$ cat config.mk
export PLATFORM = sky130hd
export DESIGN_NAME = stim_nco
export DESIGN_NICKNAME = d
export VERILOG_FILES = /design/src/rtl/test_run_controller_stim_nco.sv
export SDC_FILE = /design/constraint.sdc
export NUM_CORES = 1
export LEC_CHECK = 0
export CORE_ASPECT_RATIO = 1.2
export CORE_MARGIN = 3
export CORE_UTILIZATION = 40
export CTS_BUF_LIST = sky130_fd_sc_hd__clkbuf_4 sky130_fd_sc_hd__clkbuf_8
export DETAILED_ROUTE_END_ITERATION = 10
export GPL_TIMING_DRIVEN = 0
export PLACE_DENSITY = 0.78
export SYNTH_ARGS = -nofsm -noshare
export SYNTH_HDL_FRONTEND = slang
export SYNTH_SLANG_ARGS = --single-unit
$ cat constraint.sdc
create_clock -name clock -period 2.2 [get_ports clock]
set_clock_uncertainty 0.1 [all_clocks]
set_input_delay 0.44 -clock clock [delete_from_list [all_inputs] [get_ports clock]]
set_output_delay 0.44 -clock clock [all_outputs]
set_load 0.03 [all_outputs]
$ cat src/rtl/test_run_controller_stim_nco.sv
// Phase accumulator with triangle fold producing a differential stimulus code pair.
module stim_nco #(
  parameter int STIM_W  = 12,
  parameter int PHASE_W = 16
) (
  input  logic               clock,
  input  logic               reset_n,
  input  logic               en,
  input  logic [PHASE_W-1:0] step,
  output logic [STIM_W-1:0]  stim_p,
  output logic [STIM_W-1:0]  stim_m
);

  logic [PHASE_W-1:0] phase;
  logic [STIM_W-1:0]  fold;

  always_ff @(posedge clock or negedge reset_n) begin
    if (!reset_n)  phase <= '0;
    else if (en)   phase <= phase + step;
    else           phase <= '0;
  end

  // MSB selects the falling half of the triangle.
  assign fold   = phase[PHASE_W-2 -: STIM_W];
  assign stim_p = phase[PHASE_W-1] ? ~fold : fold;
  assign stim_m = ~stim_p;

endmodule

# Word-level counts from Yosys, hierarchy flattened

Index checks and enable logic that the tools add are counted.

Register bits after elaboration: 16
Input bits: 19
Output and inout port bits: 24
Word-level logic and storage cells: 6

$add $sub $neg: 1
Muxes and demuxes: 2
Bitwise gates (word level): 2

Operators by type and width:

| cell             | number |
|---|---|
| $not A12 Y12     | 2 |
| $add A16 B16 Y16 | 1 |
| $mux W16         | 1 |
| $mux W12         | 1 |

# Depth between registers and ports, before layout

Gate-level depths: netlist (run 1).

Depth after elaboration: 3
Depth in mapped cells: 8
Depth with buffers taken out: 8

# Worst setup path after synthesis (run 1)

Ideal clock, no wire load.

Path kind: reg2out
Start: register phase[15]
End: output stim_m[10]
Arrival time: 1636 ps
Required time: 1660 ps
Setup slack: 24 ps
Cell stages (with the launch flop): 5
Buffers on the path: 2
Cells stage by stage: dfrtp_1 -> clkbuf_1 -> buf_2 -> xor2_1 -> inv_1

Word-level cells in the longest chain between the ends: 2

Ends and longest elaborated chain:

| what                     | line | text |
|---|---|---|
| start: declaration       | 14   | `logic [PHASE_W-1:0] phase;` |
| start signal: assignment | 19   | `else if (en) phase <= phase + step;` |
| $mux W12                 | 25   | `assign stim_p = phase[PHASE_W-1] ? ~fold : fold;` |
| named net stim_p[10]     | 10   | `output logic [STIM_W-1:0] stim_p,` |
| $not A12 Y12             | 26   | `assign stim_m = ~stim_p;` |
| end: declaration         | 11   | `output logic [STIM_W-1:0] stim_m` |

The timed path passes the listed nets, and every way through them passes these cells.

# Worst setup path in the final report (run 1)

Start: input step[11]
End: register phase[14]

Word-level cells in the longest chain between the ends: 2

Ends and longest elaborated chain:

| what               | line | text |
|---|---|---|
| start: declaration | 9    | `input logic [PHASE_W-1:0] step,` |
| $add A16 B16 Y16   | 19   |  |
| $mux W16           | 19   |  |

Every way passes these cells.

==> results of run 1 <==
==> synth_stat cells (all sizes together) (2+ instances only) <==
master   n
clkbuf   3
nor2     5
nand2   14
a21o     3
dfrtp   16
xnor2    3
nand4    2
nand2b   5
o21bai   3
inv     16
nor2b    2
o21ai    5
mux2i    6
ha      15
xor2    15
a21boi   2
and2     7
a21oi   11
nand3    2
==> final timing paths <==
kind,to,cells after the start,startpoint,slack [ns]
setup / recovery,phase[14],7,step[11],0.04
hold / removal,phase[0],1,reset_n,0.49
min in group clock,phase[0],3,step[0],0.51
max in group asynchronous,phase[15],1,reset_n,0.95
setup reg to reg,phase[14],8,phase[0],0.06
hold reg to reg,phase[0],2,phase[0],0.53
==> area by class of cell <==
cell class / instances / area [um2] / share of cell area, %
multi-input combinational: 118 / 998 / 50.3
timing repair buffer: 44 / 427 / 21.5
sequential: 16 / 402 / 20.2
inverter: 16 / 60.1 / 3.02
tap: 36 / 45.0 / 2.27
clock buffer: 4 / 36.3 / 1.83
buffer: 3 / 18.8 / 0.945
==> logic make-up after synthesis <==
family,synth area share (%)
AO/OA/AOI/OAI,17.6
XOR/XNOR,11.4
adder cells (fa/ha/maj),15.0
buffers and inverters,5.53
flip-flops,29.0
multiplexers,4.35
AND/OR/NAND/NOR,17.0
==> worst max-delay path, cell delays in order <==
cell and delay (ns):
clkdlybuf4s50_1 0.40, ha_1 0.39, and4_4 0.21, a221oi_4 0.28, a32oi_2 0.15, a41oi_2 0.20
mux2i_1 0.20
==> layer usage <==
layer / vias to the layer above / track usage (%)
met1: 599 / 18.2
li1: 624 / -
met2: 32 / 28.9
met4: 0 / 6.65
met3: 10 / 2.22
met5: - / 0
==> repair_timing <==
action | 4_1_cts | 5_1_grt
gates resized for setup | 55 | 14
pin swaps | 5 | 5
setup endpoints to repair | 28 | 9
hold buffers | 0 | 0
setup buffers | 2 | 0
==> through the flow <==
step           util, %  TNS [ns]
4_1_cts           60.1         0
3_5_place_dp      57.8     -6.15
3_3_place_gp      57.8     -5.19
6_report          62.2         0
5_1_grt           62.2   -0.0282
2_1_floorplan        -         0
==> summary.txt, run 1 <==
status - completed
dpl cell area - 1850 um2
Clock transition at path regs - 0.11 ns
DR vias - 1265
largest reg by FF count - phase
DR top layer - met4
final worst path period share - 98.4%
DR pass1 iterations - 4
Initial Util - 43.2%
Placed Cells - 232
Post-Synthesis Cells - 154
fin crit period - 2.16 ns
RSZ-0062 raised after global routing - yes
IO Pins - 43
cell area after synthesis - 1380 um2
FFs w/ async S/R, synth - 100%
DR WL met3 - 154 um
number of global-route vias before repair - 1211
die area - 4190 um2
Setup crit end kind - flip-flop
# H-tree levels - 1
GRT Overall Usage - 16.1%
sequential cell area fraction in the yosys report - 29.0%
via/cell ratio - 5.34
Sink Count - 16
Routed WL - 3310 um
Syn Nets - 189
largest registers - phase (16)
worst setup margin - 0.0358 ns
Core Rows - 22
pre-CTS WS - -0.685 ns
Wirelength per Cell - 13.9 um
Layout Area Growth over Synthesis - 44.0%
Num CTS Buffers - 3
core area - 3190 um2
Mean Syn Cell Area - 8.96 um2
Clk Latency, worst-skew pair - 0.30 ns
top area cells in the synthesized netlist - dfrtp_1 29%, ha_1 14%, xor2_1 9.5%, mux2i_1 4.4%, inv_1 4.4%
DR WL met2 - 1710 um
Buffers on Ports - 42
max-slew violations - 0
EDFF count, synth - 0
first-pass GRT wire length - 5270 um
layout cells sized above 1 - 19.9%
Critical Path RT - 2.32 ns
Worst Tran Pin Value - 0.795 ns
Final ANT Viol Nets - 0
root buf cell - clkbuf_4
Top FF cell, synth - dfrtp_1
non-filler cells, final - 237
Critical Path AT - 2.28 ns
Yosys top cell area share - 29.0%
initial antenna violation count - 0
total grt overflow - 0
# diodes - 0
Final Hold Fails - 0
final instance area - 1990 um2
Final setup viols - 0
overall die height - 70.3 um
CTS tree - built
Hold Path Class - input pin to async pin
Synth area leader - dfrtp_1
max FFs per register - 16
die width - 59.6 um
#FFs+latches synth - 16
largest net degree at the start of global routing - 17
WHS - 0.488 ns
Crit Path Max Fanout - 6
fillers - 281
post-DP HPWL - 2420 um
top achievable clock speed - 462 MHz
Max Root-Sink Buffers - 2
Setup CP Type - input pin to flip-flop
routability congestion estimate - 0.842
max_cap viols - 0
most frequent cells in the layout - 16 x clkdlybuf4s50_1, 16 x dlygate4sd2_1, 15 x inv_1, 15 x xor2_1, 15 x dfrtp_1
WL met1 - 1350 um
Startpoint Class - input pin
DRC viols - 0
First DRT Iteration DRCs - 13
Rel. slew slack - 46.8%
final net count - 237
synth unique cells - 41
YS warnings - 0
Power of run 1 is not shown: default switching activity piles up to over one toggle a cycle in this logic, so the estimate is an artifact.
==> inputs of run 2 (changes only) <==
==> constraint.sdc (replaced) <==
create_clock -name clock -period 2.2 [get_ports clock]
set_clock_uncertainty 0.1 [all_clocks]
set_input_delay 0.66 -clock clock [delete_from_list [all_inputs] [get_ports clock]]
set_output_delay 0.66 -clock clock [all_outputs]
set_load 0.03 [all_outputs]
==> summary.txt, run 2 (synthesis results as in run 1) <==
first-pass GRT wire length - 5660 um
DR vias - 1293
register-to-register setup slack - 0.05 ns
# H-tree levels - 1
Clk Latency, worst-skew pair - 0.30 ns
Hold Path Class - flip-flop to flip-flop
Final ANT Viol Nets - 0
core area - 3190 um2
final setup TNS - 0 ns
die width - 59.6 um
max_cap viols - 0
Setup crit end kind - flip-flop
fillers - 259
Worst setup endpoint - phase[8]
final instance area - 2080 um2
number of global-route vias before repair - 1244
fin crit period - 2.19 ns
routability congestion estimate - 0.805
# diodes - 0
multi-input logic area - 1140 um2
worst setup margin - 0.0119 ns
First DRT Iteration DRCs - 34
largest net degree at the start of global routing - 17
Wirelength per Cell - 15.2 um
FF-to-FF End - phase[8]
largest registers - phase (16)
post-DP HPWL - 2510 um
Worst Reg-to-Reg Cells - 8
layout cells sized above 1 - 34.8%
root buf cell - clkbuf_4
Max Root-Sink Buffers - 2
Critical Path RT - 2.30 ns
non-filler cells, final - 243
max-slew violations - 0
top achievable clock speed - 457 MHz
Routed WL - 3690 um
Worst Tran Pin Value - 0.797 ns
most common cell after layout, fill and taps aside - buf_2
Final setup viols - 0
Buffers on Ports - 42
final net count - 243
Initial Util - 43.2%
DRC viols - 0
DR pass1 iterations - 4
Placed Cells - 232
overall die height - 70.3 um
total grt overflow - 0
final worst path period share - 99.5%
most frequent cells in the layout - 17 x buf_2, 15 x dfrtp_1, 14 x inv_1, 14 x nand2_1
IO Pins - 43
Rel. slew slack - 46.7%
Setup CP Type - input pin to flip-flop
Crit Path Max Fanout - 5
Layout Area Growth over Synthesis - 50.9%
dpl cell area - 1880 um2
R2R Path Start - phase[0]
max FFs per register - 16
Reg area - 402 um2
Sink Count - 16
die area - 4190 um2
Critical Path AT - 2.29 ns
RSZ-0062 raised after global routing - yes
pre-CTS WS - -0.764 ns
via/cell ratio - 5.32
GRT Overall Usage - 17.1%
Core Rows - 22
Startpoint Class - input pin
Num CTS Buffers - 3
CTS tree - built
cts hold-fix bufs - 0
status - completed
Final Hold Fails - 0
Clock transition at path regs - 0.10 ns
largest reg by FF count - phase
CP startpoint - step[1]
initial antenna violation count - 0
run 2: area by class of cell:
| class | instances | area share [%] |
|---|---|---|
| inverter | 16 | 2.88 |
| clock buffer | 4 | 1.74 |
| timing repair buffer | 50 | 17.8 |
| buffer | 3 | 1.32 |
| sequential | 16 | 19.3 |
| tap | 36 | 2.16 |
| multi-input combinational | 118 | 54.8 |
run 2: worst min-delay path by stage:
stage	cells past startpoint	slack [ns]	end	start
after global routing	2	0.57	phase[0]	phase[0]
after global placement	2	0.50	phase[0]	phase[0]
after detailed placement	2	0.51	phase[0]	phase[0]
after CTS	2	0.55	phase[0]	phase[0]
final	2	0.55	phase[0]	phase[0]
after floorplan	0	0.26	phase[0]	reset_n
run 2: critical path, cell delays in order:
cell and delay (ns):
dlygate4sd2_1 0.26, inv_2 0.06, fa_2 0.19, and2b_2 0.24
o2111ai_4 0.25, a21oi_4 0.12, or3_1 0.32, and3_1 0.19
run 2: timing repair:
item	CTS	global route
endpoints found under the setup margin	35	17
buffers inserted	7	1
pin swaps	15	11
gates cloned	0	0
resized for setup	140	28
run 2: routing by layer:
layer	vias to the layer above	routed length [um]	global-route usage, %
met5	-	0	0
met4	0	72	4.68
met3	8	200	2.03
met2	42	1950	30.5
met1	612	1470	20.8
li1	631	-	-
run 2: metrics by stage:
step           hold WS [ns]  util (%)
3_5_place_dp          0.509      58.8
6_report              0.551      65.2
3_3_place_gp          0.495      58.8
2_1_floorplan         0.264         -
5_1_grt               0.573      65.2
4_1_cts               0.553      63.2
Power of run 2 is left out for the same reason.
==> inputs of run 3 (changes only) <==
--- a/config.mk
+++ b/config.mk
@@ -5,8 +5,9 @@
 export SDC_FILE = /design/constraint.sdc
 export NUM_CORES = 1
 export LEC_CHECK = 0
+export CAP_MARGIN = 20
 export CORE_ASPECT_RATIO = 1.2
-export CORE_MARGIN = 3
+export CORE_MARGIN = 2
 export CORE_UTILIZATION = 40
 export CTS_BUF_LIST = sky130_fd_sc_hd__clkbuf_4 sky130_fd_sc_hd__clkbuf_8
 export DETAILED_ROUTE_END_ITERATION = 10
==> summary.txt, run 3 (synthesis results as in run 1) <==
status - completed
buffers and inverters on the worst path - 1
Core Rows - 23
Setup CP Type - input pin to flip-flop
Setup crit end kind - flip-flop
GRT Overall Usage - 18.3%
Final Hold Fails - 0
Clock transition at path regs - 0.07 ns
Startpoint Class - input pin
slowest cell on the critical path - or3_1
Initial Util - 41.7%
CP top delay family - simple AND/OR/NAND/NOR gates
Critical Path AT - 2.21 ns
post-layout util - 65.3%
Num CTS Buffers - 3
# diodes - 0
layout cells sized above 1 - 33.0%
# H-tree levels - 1
final worst path period share - 97.9%
final setup TNS - 0 ns
initial antenna violation count - 0
total grt overflow - 0
CP cell instances - clkdlybuf4s15_1 -> ha_4 -> and2b_2 -> o2111ai_4 -> a21oi_4 -> or3_1 -> and3_1
DR vias - 1293
via/cell ratio - 5.26
die width - 57.6 um
CTS tree - built
most frequent cells in the layout - 15 x xor2_1, 15 x dfrtp_1, 14 x inv_1, 14 x nand2_1, 11 x ha_4
core area - 3310 um2
largest net degree at the start of global routing - 17
Clk Latency, worst-skew pair - 0.26 ns
Sink Count - 16
Max Root-Sink Buffers - 2
IO Pins - 43
DRC viols - 0
fin crit period - 2.15 ns
Final setup viols - 0
Wirelength per Cell - 13.7 um
largest reg by FF count - phase
max-slew violations - 0
DR pass1 iterations - 4
routability congestion estimate - 0.834
Routed WL - 3360 um
Layout Area Growth over Synthesis - 56.5%
fillers - 266
Final ANT Viol Nets - 0
Worst Tran Pin Value - 0.789 ns
overall die height - 68.3 um
Crit Path Max Fanout - 5
first-pass GRT wire length - 5620 um
top achievable clock speed - 464 MHz
max_cap viols - 0
Hold Path Class - flip-flop to flip-flop
number of global-route vias before repair - 1263
Buffers on Ports - 42
die area - 3940 um2
Max stage delay on crit path - 0.30 ns
final net count - 245
Critical Path RT - 2.25 ns
post-DP HPWL - 2280 um
largest registers - phase (16)
RSZ-0062 raised after global routing - yes
max FFs per register - 16
root buf cell - clkbuf_8
Rel. slew slack - 47.3%
First DRT Iteration DRCs - 34
[run 3: what timing repair did]
action                                  CTS  global route
resized for setup                        99            37
endpoints found under the setup margin   35            23
setup buffers                             8             2
hold buffers                              0             0
pin swaps                                14            10
gates cloned                              0             0
[run 3: cell type report]
type	count	area, um2	area share [%]
Buffer	3	18.8	0.869
Sequential cell	16	402	18.6
Multi-Input combinational cell	118	1130	52.1
Tap cell	37	46.3	2.14
Clock buffer	4	55.1	2.55
Timing Repair Buffer	52	452	20.9
Inverter	16	60.1	2.78
[run 3: worst min-delay path, cell delays in order, from the launching register on]
cell,delay (ns)
dfrtp_1,0.38
ha_4,0.13
and2_1,0.10
[run 3: worst paths after layout]
kind                           from  depth (start not counted)        end  slack, ns
max reg2reg                phase[0]                          8   phase[8]       0.13
min reg2reg                phase[0]                          2   phase[0]       0.54
min in group asynchronous   reset_n                          1   phase[0]       0.76
max                         step[2]                          7   phase[8]       0.05
min                        phase[0]                          2   phase[0]       0.54
max in group asynchronous   reset_n                          1  phase[15]       0.69
[run 3: metal layers]
| metal | track usage (%) | wire, um |
|---|---|---|
| met5 | 0 | 0 |
| met4 | 7.56 | 58 |
| met3 | 2.84 | 171 |
| met2 | 32.0 | 1680 |
| met1 | 22.4 | 1450 |
[run 3: through the flow]
step           hold WS [ns]  area, um2  cells  setup WS (ns)
2_1_floorplan         0.264       1410    154         -0.196
3_3_place_gp          0.496       1880    233         -0.712
3_5_place_dp          0.510       1880    233         -0.706
4_1_cts               0.545       2130    244       0.000609
5_1_grt               0.589       2160    246        -0.0332
6_report              0.538       2160    246         0.0457
Power of run 3 is left out for the same reason.
